===== config.mk =====
export PLATFORM = sky130hd
export DESIGN_NAME = lcd_link_arbiter
export DESIGN_NICKNAME = d
export VERILOG_FILES = /design/src/rtl/lcd_link_arbiter.sv
export SDC_FILE = /design/constraint.sdc
export NUM_CORES = 1
export LEC_CHECK = 0
export ABC_CLOCK_PERIOD_IN_PS = 2400
export CELL_PAD_IN_SITES_DETAIL_PLACEMENT = 0
export CELL_PAD_IN_SITES_GLOBAL_PLACEMENT = 1
export CORE_MARGIN = 5
export CORE_UTILIZATION = 30
export CTS_CLUSTER_DIAMETER = 60
export DETAILED_ROUTE_END_ITERATION = 12
export GPL_TIMING_DRIVEN = 0
export PLACE_DENSITY = 0.67
export SYNTH_ARGS = -nofsm -noshare
export SYNTH_HDL_FRONTEND = slang
export SYNTH_SLANG_ARGS = --single-unit

===== constraint.sdc =====
create_clock -name clk_i -period 2.4 [get_ports clk_i]
set_input_delay 0.48 -clock clk_i [delete_from_list [all_inputs] [get_ports clk_i]]
set_output_delay 0.48 -clock clk_i [all_outputs]
set_load 0.005 [all_outputs]

===== src/rtl/lcd_link_arbiter.sv =====
// lcd_link_arbiter
// ----------------
// Shares one byte-wide LCD SPI driver between host command bytes and
// framebuffer line dumps read from the double-banked line RAM. A grant is
// either one command byte or one whole line (LINE_PIXELS 16-bit pixels sent
// high byte first), so a pixel stream is never interleaved with a command.
// The two requesters alternate when both are waiting; one line request can be
// queued while the link is busy with something else.
//
// Ports
//   clk_i, rst_i           system clock, synchronous active-high reset
//   cmd_valid_i/_data_i    command byte offer ([7:0] byte, [8] dcx)
//   cmd_ready_o            command accepted when cmd_valid_i && cmd_ready_o
//   dump_start_i/_bank_i   one-cycle line dump request and bank to dump
//   dump_busy_o            a dump is pending, running or just finishing
//   dump_done_o            one-cycle pulse after the last byte of a line
//   line_ram_raddr_o       line RAM read address (data valid one cycle later)
//   line_ram_read_data_i   line RAM read data
//   lcd_data_in_o/_dcx_o   byte and dcx presented to the SPI driver
//   lcd_start_o            one-cycle start pulse to the SPI driver
//   lcd_done_i             one-cycle pulse from the driver when a byte is done
module lcd_link_arbiter #(
    parameter int LINE_PIXELS = 240,
    parameter int BANK1_BASE  = 240
) (
    input  logic        clk_i,
    input  logic        rst_i,
    input  logic        cmd_valid_i,
    input  logic [8:0]  cmd_data_i,
    output logic        cmd_ready_o,
    input  logic        dump_start_i,
    input  logic        dump_bank_i,
    output logic        dump_busy_o,
    output logic        dump_done_o,
    output logic [8:0]  line_ram_raddr_o,
    input  logic [15:0] line_ram_read_data_i,
    output logic [7:0]  lcd_data_in_o,
    output logic        lcd_data_dcx_o,
    output logic        lcd_start_o,
    input  logic        lcd_done_i
);

    localparam logic [8:0] BANK1_ADDR = 9'(BANK1_BASE);
    localparam logic [8:0] LAST_IDX   = 9'(LINE_PIXELS - 1);

    typedef enum logic [2:0] {
        IDLE,
        CMD_WAIT,
        PIX_ADDR,
        PIX_READ,
        PIX_HI,
        PIX_HI_WAIT,
        PIX_LO,
        PIX_LO_WAIT
    } state_e;

    state_e      state_q, state_d;
    logic        pend_q, pend_d;
    logic        bank_q, bank_d;
    logic [8:0]  idx_q, idx_d;
    logic        last_q, last_d;       // 0: command went last, 1: dump went last
    logic [15:0] pix_q, pix_d;
    logic [7:0]  data_q, data_d;
    logic        dcx_q, dcx_d;
    logic        done_q, done_d;

    logic        in_pix;
    logic [8:0]  bank_base;

    assign in_pix    = (state_q != IDLE) && (state_q != CMD_WAIT);
    assign bank_base = bank_q ? BANK1_ADDR : 9'd0;

    // A waiting line only blocks commands when the command side went last.
    assign cmd_ready_o = (state_q == IDLE) && !(pend_q && !last_q);
    // dump_done cycle still counts as busy, so a request coinciding with the
    // completion pulse is dropped rather than silently queued.
    assign dump_busy_o      = pend_q || in_pix || done_q;
    assign dump_done_o      = done_q;
    assign line_ram_raddr_o = in_pix ? bank_base + idx_q : 9'd0;

    // The driver byte/dcx are registered, but the start cycle shows the new
    // value combinationally so a command goes out in its handshake cycle.
    assign lcd_data_in_o  = data_d;
    assign lcd_data_dcx_o = dcx_d;

    always_comb begin
        // NOTE: every signal written here gets a default first; a path that
        // skips an assignment would otherwise infer a latch.
        state_d     = state_q;
        pend_d      = pend_q;
        bank_d      = bank_q;
        idx_d       = idx_q;
        last_d      = last_q;
        pix_d       = pix_q;
        data_d      = data_q;
        dcx_d       = dcx_q;
        done_d      = 1'b0;
        lcd_start_o = 1'b0;

        if (dump_start_i && !dump_busy_o) begin
            pend_d = 1'b1;
            bank_d = dump_bank_i;
        end

        unique case (state_q)
            IDLE: begin
                if (cmd_valid_i && cmd_ready_o) begin
                    lcd_start_o = 1'b1;
                    data_d      = cmd_data_i[7:0];
                    dcx_d       = cmd_data_i[8];
                    last_d      = 1'b0;
                    state_d     = CMD_WAIT;
                end else if (pend_q) begin
                    pend_d  = 1'b0;
                    idx_d   = 9'd0;
                    last_d  = 1'b1;
                    state_d = PIX_ADDR;
                end
            end
            CMD_WAIT: begin
                if (lcd_done_i) state_d = IDLE;
            end
            PIX_ADDR: state_d = PIX_READ;
            PIX_READ: begin
                pix_d   = line_ram_read_data_i;
                state_d = PIX_HI;
            end
            PIX_HI: begin
                lcd_start_o = 1'b1;
                data_d      = pix_q[15:8];
                dcx_d       = 1'b1;
                state_d     = PIX_HI_WAIT;
            end
            PIX_HI_WAIT: begin
                if (lcd_done_i) state_d = PIX_LO;
            end
            PIX_LO: begin
                lcd_start_o = 1'b1;
                data_d      = pix_q[7:0];
                dcx_d       = 1'b1;
                state_d     = PIX_LO_WAIT;
            end
            PIX_LO_WAIT: begin
                if (lcd_done_i) begin
                    if (idx_q == LAST_IDX) begin
                        done_d  = 1'b1;
                        state_d = IDLE;
                    end else begin
                        idx_d   = idx_q + 9'd1;
                        state_d = PIX_ADDR;
                    end
                end
            end
            default: state_d = IDLE;
        endcase
    end

    // NOTE: state registers use non-blocking assignments so every flop
    // samples the pre-edge value regardless of statement order.
    always_ff @(posedge clk_i) begin
        if (rst_i) begin
            state_q <= IDLE;
            pend_q  <= 1'b0;
            bank_q  <= 1'b0;
            idx_q   <= 9'd0;
            last_q  <= 1'b1;
            pix_q   <= 16'd0;
            data_q  <= 8'd0;
            dcx_q   <= 1'b1;
            done_q  <= 1'b0;
        end else begin
            state_q <= state_d;
            pend_q  <= pend_d;
            bank_q  <= bank_d;
            idx_q   <= idx_d;
            last_q  <= last_d;
            pix_q   <= pix_d;
            data_q  <= data_d;
            dcx_q   <= dcx_d;
            done_q  <= done_d;
        end
    end

endmodule

; Word level (Yosys, flattened, before mapping)
; Index checks and enable logic that the tools add are counted.
[word_totals]
ff_bits = 41
output_inout_bits = 22
elab_cells = 75
[classes]
add_sub_neg = 2
eq_ne = 16
muxes = 27
bitwise = 2
n_reduce_logical = 19
[ops]
columns = op, count
row1 = 9-bit two-way mux, 5
row2 = 3-bit one-hot mux with 8 select lines, 1
row3 = 8-bit one-hot mux with 3 select lines, 1
row4 = 9-bit one-hot mux with 2 select lines, 1
row5 = 8-bit two-way mux, 2
row6 = 3-bit two-way mux, 5
row7 = "3-bit == test, second input constant", 4
row8 = "2-bit inequality test, second input constant", 6
row9 = 8-bit by 9-bit adder with 9-bit output, 1
row10 = "9-bit by 1-bit adder with 9-bit output, second input constant", 1
row11 = "9-bit by 8-bit == test with 1-bit output, second input constant", 1
row12 = 1-bit two-way mux, 9
row13 = "3-bit by 2-bit == test with 1-bit output, second input constant", 2
row14 = 1-bit logical AND, 5
row15 = 5-bit AND reduction, 1
row16 = 1-bit one-hot mux with 2 select lines, 2
row17 = 4-bit AND reduction, 1
row18 = 2-bit nonzero test, 2
row19 = "3-bit by 1-bit == test with 1-bit output, second input constant", 1
row20 = 1-bit zero test, 3
row21 = 3-bit zero test, 1
row22 = "3-bit by 1-bit inequality test with 1-bit output, second input constant", 1
row23 = "3-bit by 2-bit inequality test with 1-bit output, second input constant", 1
row24 = 3-bit nonzero test, 1
row25 = 6 further kinds, 8

; Logic depth before layout (Yosys ltp)
; Gate-level depths: netlist of the first run.
[depth]
word_depth = 10
depth_mapped = 7

; Least setup slack after synthesis of the first run
; No wires, ideal clock.
[synth_timing]
path_type = reg2out
startpoint = register bank_q
endpoint = output port line_ram_raddr_o[8]
arrival_ps = 1520
slack_ps = 400
path_stages_with_launch = 7
path_buffers = 0
cell_sequence = dfxtp_1 > ha_1 > fa_1 > a21o_1 > a21oi_1 > xor2_1 > nor2_1
[synth_via]
elab_chain_cells = 3
[synth_lines]
columns = element, line
row1 = start: declaration, 59  ; logic bank_q, bank_d;
row2 = start signal: assignment, 174  ; bank_q <= bank_d;
row3 = 8-bit two-way mux, 71  ; assign bank_base = bank_q ? BANK1_ADDR : 9'd0;
row4 = 8-bit by 9-bit adder with 9-bit output, 79  ; assign line_ram_raddr_o = in_pix ? bank_base + idx_q : 9'd0;
row5 = 9-bit two-way mux, 79
row6 = end: declaration, 35  ; output logic [8:0] line_ram_raddr_o,
; Every way passes these cells.

; Worst setup path after layout of the first run
[layout_timing]
startpoint = register state_q[1]
endpoint = output port lcd_data_in_o[5]
[layout_via]
elab_chain_cells = 5
word_cells_on_any_way = 7
classes_between = 2 x eq/ne / 2 x mux / 3 x reduce/logical
[layout_lines]
columns = element, line
row1 = start: declaration, 57  ; state_e state_q, state_d;
row2 = start signal: assignment, 172  ; state_q <= state_d;
row3 = 3-bit zero test, "74, 105"
row4 = 1-bit logical AND, 74  ; assign cmd_ready_o = (state_q == IDLE) && !(pend_q && !last_q);
row5 = 1-bit logical AND, 107  ; if (cmd_valid_i && cmd_ready_o) begin
row6 = 8-bit two-way mux, 107
row7 = 8-bit one-hot mux with 3 select lines *, 105  ; unique case (state_q)
row8 = end: declaration, 37  ; output logic [7:0] lcd_data_in_o,
; Every way passes the cells marked *; elsewhere a longest branch is shown, timed or not.

==> impl_metrics.py, run 1 <==
metrics = {
    "outcome": {
        "outcome": "finished clean",
    },
    "worst_setup_path": {
        "worstSetupEndpoint": "lcd_data_in_o[5]",
        "worstPathMaxFanout": 7,
        "critPathCaptureType": "output pin",
        "timing.setup.critical_path_class": "reg2out",
        "r2r_start": "idx_q[0]",
        "worst-endpoint-required_ns": 1.92,
        "worst_ep_arrival_ns": 1.89,
        "r2r_cells": 5,
        "r2r_setup_slack_ns": 0.44,
        "cp-startpoint": "state_q[1]",
        "worst_r2r_endpoint": "idx_q[0]",
        "critPathLaunchType": "flop",
    },
    "die": {
        "top_level_ports": 53,
        "chipHeight_um": 94.6,
        "initial_core_util_pct": 31.3,
        "core_area_um2": 6870,
        "fp-row-count": 30,
        "die_width_um": 94.6,
        "die_area_um2": 8950,
    },
    "clock_tree": {
        "cts_tree": "yes",
        "ctsHtreeMaxLevel": 2,
        "cts.sink_count": 41,
        "clock-root-buffer": "sky130_fd_sc_hd__clkbuf_8",
        "cts.clk_slew.worst_paths_ns": 0.09,
        "cts_inserted_buffers": 5,
        "hold_buffers": 0,
        "latest_clock_arrival_within_the_worst_skew_pair_ns": 0.30,
        "clockBufferDepth": 2,
    },
    "synthesis": {
        "synth-seq-area-share_pct": 38.2,
        "synth_largest_area_cell": "sky130_fd_sc_hd__dfxtp_1",
        "gate_count_of_the_mapped_netlist": 250,
        "synth-main-ff-cell": "sky130_fd_sc_hd__dfxtp_1",
        "portion_of_synthesized_cell_area_occupied_by_the_leading_cell_type_pct": 38.2,
        "synth_edf_count": 0,
        "yosysMostFrequentCell": "sky130_fd_sc_hd__dfxtp_1",
        "synth-warning-count": 0,
        "synth_area_leaders": "sky130_fd_sc_hd__dfxtp_1, sky130_fd_sc_hd__a21oi_1, sky130_fd_sc_hd__nand2_1, sky130_fd_sc_hd__mux2i_1, sky130_fd_sc_hd__nor2b_1",
        "ys_top_cells_by_count": "sky130_fd_sc_hd__dfxtp_1, sky130_fd_sc_hd__nand2_1, sky130_fd_sc_hd__a21oi_1",
        "async_reset_ff_share_pct": 0,
        "synthDistinctLibCells": 43,
        "synth_net_count": 287,
        "synth_area_per_cell_um2": 8.59,
        "postSynthRegisterBits": 41,
        "syn_area_um2": 2150,
    },
    "layout": {
        "antenna_cells_inserted": 0,
        "area.sequential_um2": 837,
        "area.growth.synth_to_final_pct": 44.6,
        "final_core_util_pct": 45.2,
        "multi_input_area_um2": 1310,
        "drive_gt1_share_pct": 18.4,
        "count_of_non_filler_cells_in_the_finished_layout": 416,
        "number_of_nets_in_the_final_layout": 356,
        "fillerInstances": 732,
    },
    "global_routing": {
        "grt_first_pass_wirelength_um": 10000,
        "grt_pass1_vias": 2004,
        "grt_remaining_overflow": 0,
        "grt_max_degree": 15,
        "antenna_found_initial": 0,
        "grtUsageTotal_pct": 14.1,
    },
    "sta": {
        "slew_headroom_pct": 60.9,
        "finalSetupViolations": 0,
        "finClkSkew_ns": 0.00715,
        "rsz_0062_raised_after_global_routing": "true",
        "maxSlewViolCount": 0,
        "finalHoldViolCount": 0,
        "post-route-period-util_pct": 98.8,
        "period_minus_slack_ns": 2.37,
        "transition_time_at_the_pin_with_the_least_slew_margin_ns": 0.587,
        "achievable-frequency_mhz": 422,
    },
    "routing": {
        "detail_route.iter0.violations": 70,
        "postRouteWirelength_um": 6240,
        "dr_total_vias": 2042,
        "drt_first_pass_iters": 4,
        "drc_errors": 0,
        "drt.antenna.violating_nets": 0,
        "detail_route.wl_per_cell_um": 15.0,
        "avgViaCountPerCell": 4.91,
    },
    "power_and_ir_drop": {
        "seq_power_share_pct": 29.4,
        "final_total_power_w": 0.00294,
        "max-vdd-ir-drop_v": 0.000355,
        "clockPowerShare_pct": 23.3,
        "p_comb_share_pct": 47.2,
        "cellInternalPower_w": 0.00193,
        "power.share.switching_pct": 34.5,
        "power-per-cell-area_nw_per_um2": 948,
        "net_switching_power_of_the_design_w": 0.00102,
        "leakage_dissipation_nw": 1.14,
    },
    "placed_design": {
        "place.gp.congestion": 0.799,
        "number_of_buffers_added_on_ports": 52,
        "place_hpwl_um": 4460,
        "dp.cells": 398,
    },
    "flow_run": {
        "maxcap_violations": 0,
    },
    "min_path": {
        "hp-start": "pix_q[12]",
        "hold_class": "reg2reg",
    },
}
==> sequential cells by signal, indices dropped and copies added, names as in the netlist <==
| name | flops |
|---|---|
| last_q | 1 |
| pix_q | 16 |
| pend_q | 1 |
| state_q | 3 |
| idx_q | 9 |
| dcx_q | 1 |
| dump_done_o | 1 |
| data_q | 8 |
| bank_q | 1 |
==> metal layers <==
| layer | GRT usage, % | vias up | part of all wire [%] |
|---|---|---|---|
| met5 | 0 | - | 0 |
| met4 | 3.61 | 0 | 0.67 |
| met3 | 3.59 | 4 | 4.2 |
| met2 | 24.2 | 45 | 49 |
| met1 | 17.6 | 954 | 46 |
| li1 | - | 1039 | - |
==> stage by stage <==
stage | setup TNS (ns) | setup slack, ns | hold WS, ns | instance area (um2)
after CTS | -0.0849 | -0.0268 | 0.459 | 3070
after floorplan | 0 | 0.400 | 0.436 | 2150
after global placement | -4.89 | -0.517 | 0.442 | 2790
after detailed placement | -4.42 | -0.459 | 0.447 | 2790
after global routing | -0.0802 | -0.0500 | 0.482 | 3110
final | 0 | 0.0286 | 0.457 | 3110
==> worst min path at each step <==
stage / end / cells past startpoint / slack, ns
finish: pix_q[12] / 2 / 0.46
global route: pix_q[11] / 2 / 0.48
CTS: pix_q[5] / 2 / 0.46
detailed placement: pix_q[5] / 2 / 0.45
global placement: pix_q[2] / 2 / 0.44
floorplan: pix_q[10] / 2 / 0.44
==> cell type report <==
| type | count | share of cell area [%] |
|---|---|---|
| clock inverters | 3 | 2.22 |
| clock buffers | 5 | 2.22 |
| flip-flops and latches | 41 | 26.9 |
| repair buffers | 64 | 19.2 |
| multi-input cells | 188 | 42.0 |
| well taps | 96 | 3.87 |
| plain buffers | 14 | 2.98 |
| inverters | 5 | 0.604 |
==> power groups by stage <==
stage / registers [W] / logic, W / clock network, W
after floorplan: 0.000833 / 0.000702 / 0
after global placement: 0.000848 / 0.00115 / 0
after detailed placement: 0.000851 / 0.00114 / 0
after CTS: 0.000861 / 0.00130 / 0.000701
after global routing: 0.000880 / 0.00151 / 0.000727
final: 0.000866 / 0.00139 / 0.000687
==> repair_timing <==
action | CTS | global route
hold endpoints to repair | 0 | 0
gates cloned | 0 | 1
buffers inserted | 8 | 3
gates resized for setup | 58 | 15
setup endpoints to repair | 20 | 14
pin swaps | 5 | 5
==> layout by cell type (no fill, tap or decap), drive strengths merged, types with 3 or more instances in the layout <==
| master | n |
|---|---|
| inv | 6 |
| nand3 | 5 |
| dlygate4sd2 | 6 |
| nor2 | 17 |
| mux2i | 14 |
| o21ai | 3 |
| a21oi | 31 |
| a221o | 8 |
| buf | 21 |
| clkdlybuf4s50 | 36 |
| nand2b | 4 |
| ha | 5 |
| or4b | 5 |
| dfxtp | 41 |
| o41ai | 4 |
| nand2 | 39 |
| nor2b | 14 |
| or3b | 3 |
| a211oi | 4 |
| clkbuf | 19 |
| nand3b | 4 |
==> kinds of logic (layout without fill, tap and decap cells) <==
group / Yosys count / count (layout) / synth area share [%]
buf+inv: 21 / 91 / 4.48
simple gates: 103 / 103 / 25.4
xor+xnor: 3 / 3 / 1.22
flops: 41 / 41 / 38.2
fa+ha+maj: 6 / 6 / 3.84
mux: 14 / 14 / 6.52
compound gates: 62 / 62 / 20.3
==> critical path, stage by stage (launching register included) <==
cell and delay [ns]:
sky130_fd_sc_hd__dfxtp_2 0.32, sky130_fd_sc_hd__buf_6 0.12, sky130_fd_sc_hd__nor3_4 0.20, sky130_fd_sc_hd__buf_6 0.14
sky130_fd_sc_hd__a32oi_4 0.14, sky130_fd_sc_hd__clkbuf_16 0.20, sky130_fd_sc_hd__a221o_1 0.33, sky130_fd_sc_hd__buf_2 0.14
(Power assumes the default switching activity.)
==> run 2: changes to the inputs <==
- ABC_CLOCK_PERIOD_IN_PS: 2400 -> 2940
- CORE_ASPECT_RATIO: default -> 2
- SKIP_CTS_REPAIR_TIMING: default -> 1
- clock period: 2.4 -> 2.94 ns (I/O delays scaled with it)
==> impl_metrics.py, run 2 (same netlist as run 1, synthesis figures left out) <==
metrics = {
    "worst_setup_path": {
        "worst_r2r_endpoint": "idx_q[1]",
        "path_delay_family": "buffers and inverters",
        "worstPathMaxFanout": 10,
        "critPathLaunchType": "flop",
        "critPathCaptureType": "output pin",
        "cp.buffers_inverters": 4,
        "worst_ep_arrival_ns": 2.29,
        "r2r_start": "idx_q[0]",
        "r2r_cells": 5,
        "timing.setup.critical_path_class": "reg2out",
        "critPathMaxStageDelay_ns": 0.48,
        "r2r_setup_slack_ns": 0.92,
        "cpMaxStageDelayCell": "sky130_fd_sc_hd__clkdlybuf4s50_1",
        "timing.critical_path.cells": "buf_2 -> nor3_4 -> buf_4 -> a32oi_4 -> buf_12 -> a221o_1 -> clkdlybuf4s50_1",
        "worst-endpoint-required_ns": 2.35,
    },
    "global_routing": {
        "grt_first_pass_wirelength_um": 10400,
        "antenna_found_initial": 0,
        "grt_pass1_vias": 2041,
        "grtUsageTotal_pct": 14.8,
        "grt_max_degree": 14,
        "grt_remaining_overflow": 0,
    },
    "placed_design": {
        "number_of_buffers_added_on_ports": 52,
        "place.gp.congestion": 0.835,
        "postPlaceCellArea_um2": 2780,
        "place_hpwl_um": 4990,
    },
    "die": {
        "die_area_um2": 9060,
        "chipHeight_um": 130,
        "top_level_ports": 53,
        "die_width_um": 69.8,
        "core_area_um2": 6940,
        "fp-row-count": 43,
        "initial_core_util_pct": 31.0,
    },
    "power_and_ir_drop": {
        "power-per-cell-area_nw_per_um2": 770,
        "leakage_dissipation_nw": 1.09,
        "max-vdd-ir-drop_v": 0.000500,
        "final_total_power_w": 0.00232,
    },
    "sta": {
        "maxSlewViolCount": 0,
        "achievable-frequency_mhz": 348,
        "post-route-period-util_pct": 97.8,
        "finalSetupViolations": 0,
        "finalHoldViolCount": 0,
        "slew_headroom_pct": 58.7,
        "period_minus_slack_ns": 2.88,
        "setup_tns_ns": 0,
        "finClkSkew_ns": 0.00378,
        "transition_time_at_the_pin_with_the_least_slew_margin_ns": 0.619,
        "fin_hold_ws_ns": 0.457,
    },
    "min_path": {
        "hp-start": "pix_q[7]",
        "hold_class": "reg2reg",
        "hold_path_cells": 2,
        "worst_hold_path.endpoint": "pix_q[7]",
    },
    "clock_tree": {
        "cts.clk_slew.worst_paths_ns": 0.06,
        "latest_clock_arrival_within_the_worst_skew_pair_ns": 0.29,
        "ctsHtreeMaxLevel": 2,
        "cts.sink_count": 41,
        "clock-root-buffer": "sky130_fd_sc_hd__clkbuf_16",
        "cts_inserted_buffers": 5,
        "clockBufferDepth": 2,
        "cts_tree": "yes",
    },
    "flow_run": {
        "maxcap_violations": 0,
    },
    "routing": {
        "postRouteWirelength_um": 6510,
        "detail_route.iter0.violations": 108,
        "dr_total_vias": 2042,
        "avgViaCountPerCell": 5.05,
        "drt.antenna.violating_nets": 0,
        "drc_errors": 0,
        "detail_route.wl_per_cell_um": 16.1,
        "drt_first_pass_iters": 4,
    },
    "layout": {
        "final_cell_mix": "sky130_fd_sc_hd__clkdlybuf4s50_1, sky130_fd_sc_hd__dfxtp_1, sky130_fd_sc_hd__nand2_1, sky130_fd_sc_hd__a21oi_1, sky130_fd_sc_hd__nor2_1",
        "area.growth.synth_to_final_pct": 40.2,
        "final_core_util_pct": 43.4,
        "antenna_cells_inserted": 0,
        "mostFrequentLayoutCell": "sky130_fd_sc_hd__clkdlybuf4s50_1",
        "drive_gt1_share_pct": 10.2,
        "largest_registers": "pix_q: 16 flops, idx_q: 9 flops, data_q: 8 flops",
        "finish.instance_area_um2": 3010,
        "regMostFlops": "pix_q",
        "flip_flop_count_of_the_largest_register_after_layout": 16,
        "number_of_nets_in_the_final_layout": 350,
    },
    "outcome": {
        "outcome": "finished clean",
    },
}
[run 2: worst register-to-register path, stage by stage, from the launching register on]
cell and delay (ns):
sky130_fd_sc_hd__dfxtp_1 0.48, sky130_fd_sc_hd__ha_1 0.30, sky130_fd_sc_hd__nand4_1 0.22, sky130_fd_sc_hd__o21ai_0 0.55, sky130_fd_sc_hd__mux2i_1 0.25, sky130_fd_sc_hd__a21oi_1 0.08
[run 2: final cells by class]
class,count,area (um2)
flip-flops and latches,41,822
fillers,730,3930
repair buffers,57,576
clock inverters,2,15.0
multi-input cells,188,1250
inverters,5,18.8
well taps,90,113
clock buffers,6,129
plain buffers,15,83.8
[run 2: how the worst max path moves through the flow]
stage / startpoint / endpoint / slack [ns] / depth (start not counted)
after CTS: cmd_valid_i / lcd_data_in_o[0] / -0.20 / 4
after global placement: cmd_valid_i / lcd_data_in_o[0] / -0.19 / 4
after floorplan: bank_q / line_ram_raddr_o[8] / 0.83 / 6
final: state_q[0] / lcd_data_in_o[0] / 0.06 / 7
after global routing: pend_q / lcd_data_in_o[2] / -0.02 / 5
after detailed placement: cmd_valid_i / lcd_data_in_o[0] / -0.19 / 4
[run 2: per-layer routing]
layer  global-route usage [%]  vias up  part of all wire (%)
met5                        0        -                     0
met4                     5.19        0                   1.5
met3                     3.03        7                   3.9
met2                     30.6       49                    60
met1                     13.9      969                    35
li1                         -     1017                     -
[run 2: metrics by stage]
stage / instances / setup WS (ns)
floorplan: 250 / 0.832
global placement: 392 / -0.191
detailed placement: 392 / -0.188
CTS: 400 / -0.197
global route: 404 / -0.0178
finish: 404 / 0.0636
[run 2: power by group]
part	switching (W)	internal (W)
combinational	0.000542	0.000550
clock	0.000227	0.000315
sequential	0.0000469	0.000639
==> run 3: changes to the inputs <==
- CORE_MARGIN: 5 -> 3
==> impl_metrics.py, run 3 (same netlist as run 1, synthesis figures left out) <==
metrics = {
    "outcome": {
        "outcome": "finished clean",
    },
    "worst_setup_path": {
        "critPathLaunchType": "flop",
        "timing.setup.critical_path_class": "reg2out",
        "critPathCaptureType": "output pin",
        "r2r_start": "idx_q[0]",
        "worstPathMaxFanout": 10,
        "r2r_setup_slack_ns": 0.93,
        "r2r_cells": 5,
        "worst_ep_arrival_ns": 2.27,
        "timing.critical_path.cells": "buf_2 -> nor3_4 -> buf_4 -> a32oi_4 -> a221o_1 -> clkdlybuf4s50_1",
        "worst_r2r_endpoint": "idx_q[0]",
        "critPathMaxStageDelay_ns": 0.54,
        "worst-endpoint-required_ns": 2.35,
        "cpMaxStageDelayCell": "sky130_fd_sc_hd__clkdlybuf4s50_1",
    },
    "die": {
        "fp-row-count": 43,
        "initial_core_util_pct": 31.0,
        "chipHeight_um": 126,
        "top_level_ports": 53,
        "core_area_um2": 6940,
        "die_width_um": 65.8,
        "die_area_um2": 8270,
    },
    "min_path": {
        "hp-start": "pix_q[11]",
        "hold_path_cells": 2,
        "worst_hold_path.endpoint": "pix_q[11]",
        "hold_class": "reg2reg",
    },
    "placed_design": {
        "pre_cts_slack_ns": -0.181,
        "number_of_buffers_added_on_ports": 52,
        "dp.cells": 392,
        "place.gp.congestion": 0.832,
        "place_hpwl_um": 4910,
    },
    "layout": {
        "flip_flop_count_of_the_largest_register_after_layout": 16,
        "regMostFlops": "pix_q",
        "count_of_non_filler_cells_in_the_finished_layout": 404,
        "final_cell_mix": "sky130_fd_sc_hd__clkdlybuf4s50_1, sky130_fd_sc_hd__dfxtp_1, sky130_fd_sc_hd__nand2_1, sky130_fd_sc_hd__a21oi_1, sky130_fd_sc_hd__nor2_1",
        "drive_gt1_share_pct": 10.2,
        "area.growth.synth_to_final_pct": 39.1,
        "fillerInstances": 711,
        "largest_registers": "pix_q: 16 flops, idx_q: 9 flops, data_q: 8 flops",
        "antenna_cells_inserted": 0,
        "number_of_nets_in_the_final_layout": 350,
        "mostFrequentLayoutCell": "sky130_fd_sc_hd__clkdlybuf4s50_1",
    },
    "sta": {
        "post-route-period-util_pct": 97.1,
        "maxSlewViolCount": 0,
        "achievable-frequency_mhz": 350,
        "fin_hold_ws_ns": 0.456,
        "slew_headroom_pct": 58.9,
        "finalHoldViolCount": 0,
        "finalSetupViolations": 0,
        "worst_slack_ns": 0.0864,
        "setup_tns_ns": 0,
        "transition_time_at_the_pin_with_the_least_slew_margin_ns": 0.610,
        "finClkSkew_ns": 0.00228,
        "period_minus_slack_ns": 2.85,
    },
    "global_routing": {
        "grt_first_pass_wirelength_um": 10200,
        "grt_max_degree": 13,
        "grt_pass1_vias": 2098,
        "grtUsageTotal_pct": 16.3,
        "grt_remaining_overflow": 0,
        "antenna_found_initial": 0,
    },
    "routing": {
        "drt.antenna.violating_nets": 0,
        "avgViaCountPerCell": 5.08,
        "detail_route.wl_per_cell_um": 15.7,
        "drc_errors": 0,
        "detail_route.iter0.violations": 46,
        "postRouteWirelength_um": 6360,
        "drt_first_pass_iters": 4,
        "dr_total_vias": 2051,
    },
    "power_and_ir_drop": {
        "final_total_power_w": 0.00227,
        "power-per-cell-area_nw_per_um2": 759,
        "leakage_dissipation_nw": 1.07,
        "max-vdd-ir-drop_v": 0.000633,
    },
    "clock_tree": {
        "cts_tree": "yes",
        "cts_inserted_buffers": 5,
        "clockBufferDepth": 2,
        "cts.sink_count": 41,
        "ctsHtreeMaxLevel": 2,
        "clock-root-buffer": "sky130_fd_sc_hd__clkbuf_16",
        "latest_clock_arrival_within_the_worst_skew_pair_ns": 0.28,
        "cts.clk_slew.worst_paths_ns": 0.06,
    },
    "flow_run": {
        "maxcap_violations": 0,
    },
}
==> run 3: stage by stage <==
step / cell area, um2 / util [%]
2_1_floorplan: 2150 / -
3_3_place_gp: 2780 / 40.1
3_5_place_dp: 2780 / 40.1
4_1_cts: 2920 / 42.1
5_1_grt: 2990 / 43.1
6_report: 2990 / 43.1
==> run 3: worst max path at each step <==
stage / start / endpoint / cells past startpoint
after global placement: cmd_valid_i / lcd_data_in_o[1] / 4
after CTS: cmd_valid_i / lcd_data_in_o[2] / 4
final: state_q[0] / lcd_data_in_o[2] / 6
after detailed placement: cmd_valid_i / lcd_data_in_o[2] / 4
after floorplan: bank_q / line_ram_raddr_o[8] / 6
after global routing: state_q[0] / lcd_data_dcx_o / 7
==> run 3: area by class of cell <==
type	instances	area (um2)	share of cell area (%)
buffer	16	88.8	2.97
clock buffer	6	129	4.31
clock inverter	2	10.0	0.335
inverter	5	18.8	0.628
multi-input combinational	188	1250	42.0
sequential	41	822	27.5
tap	90	113	3.77
timing repair buffer	56	553	18.5
==> run 3: report_power, final <==
group | total [W] | internal [W] | leakage, nW | switching (W)
Combinational | 0.00105 | 0.000521 | 0.665 | 0.000531
Sequential | 0.000685 | 0.000639 | 0.334 | 0.0000455
Clock | 0.000530 | 0.000312 | 0.0706 | 0.000219
Total | 0.00227 | 0.00147 | 1.07 | 0.000796
==> run 3: metal layers <==
metal | share of wire [%] | GRT usage, % | routed length (um) | vias to the layer above
li1 | - | - | - | 1022
met1 | 35 | 15.5 | 2210 | 960
met2 | 59 | 31.8 | 3760 | 53
met3 | 3.0 | 2.59 | 190 | 16
met4 | 3.1 | 7.82 | 195 | 0
met5 | 0 | 0 | 0 | -
==> run 3: worst max-delay path: cells and delay by family, from the launching register on <==
family	cells	cell delay, ns
AO/OA/AOI/OAI	2	0.65
buffers and inverters	3	0.91
flip-flops	1	0.33
AND/OR/NAND/NOR	1	0.08
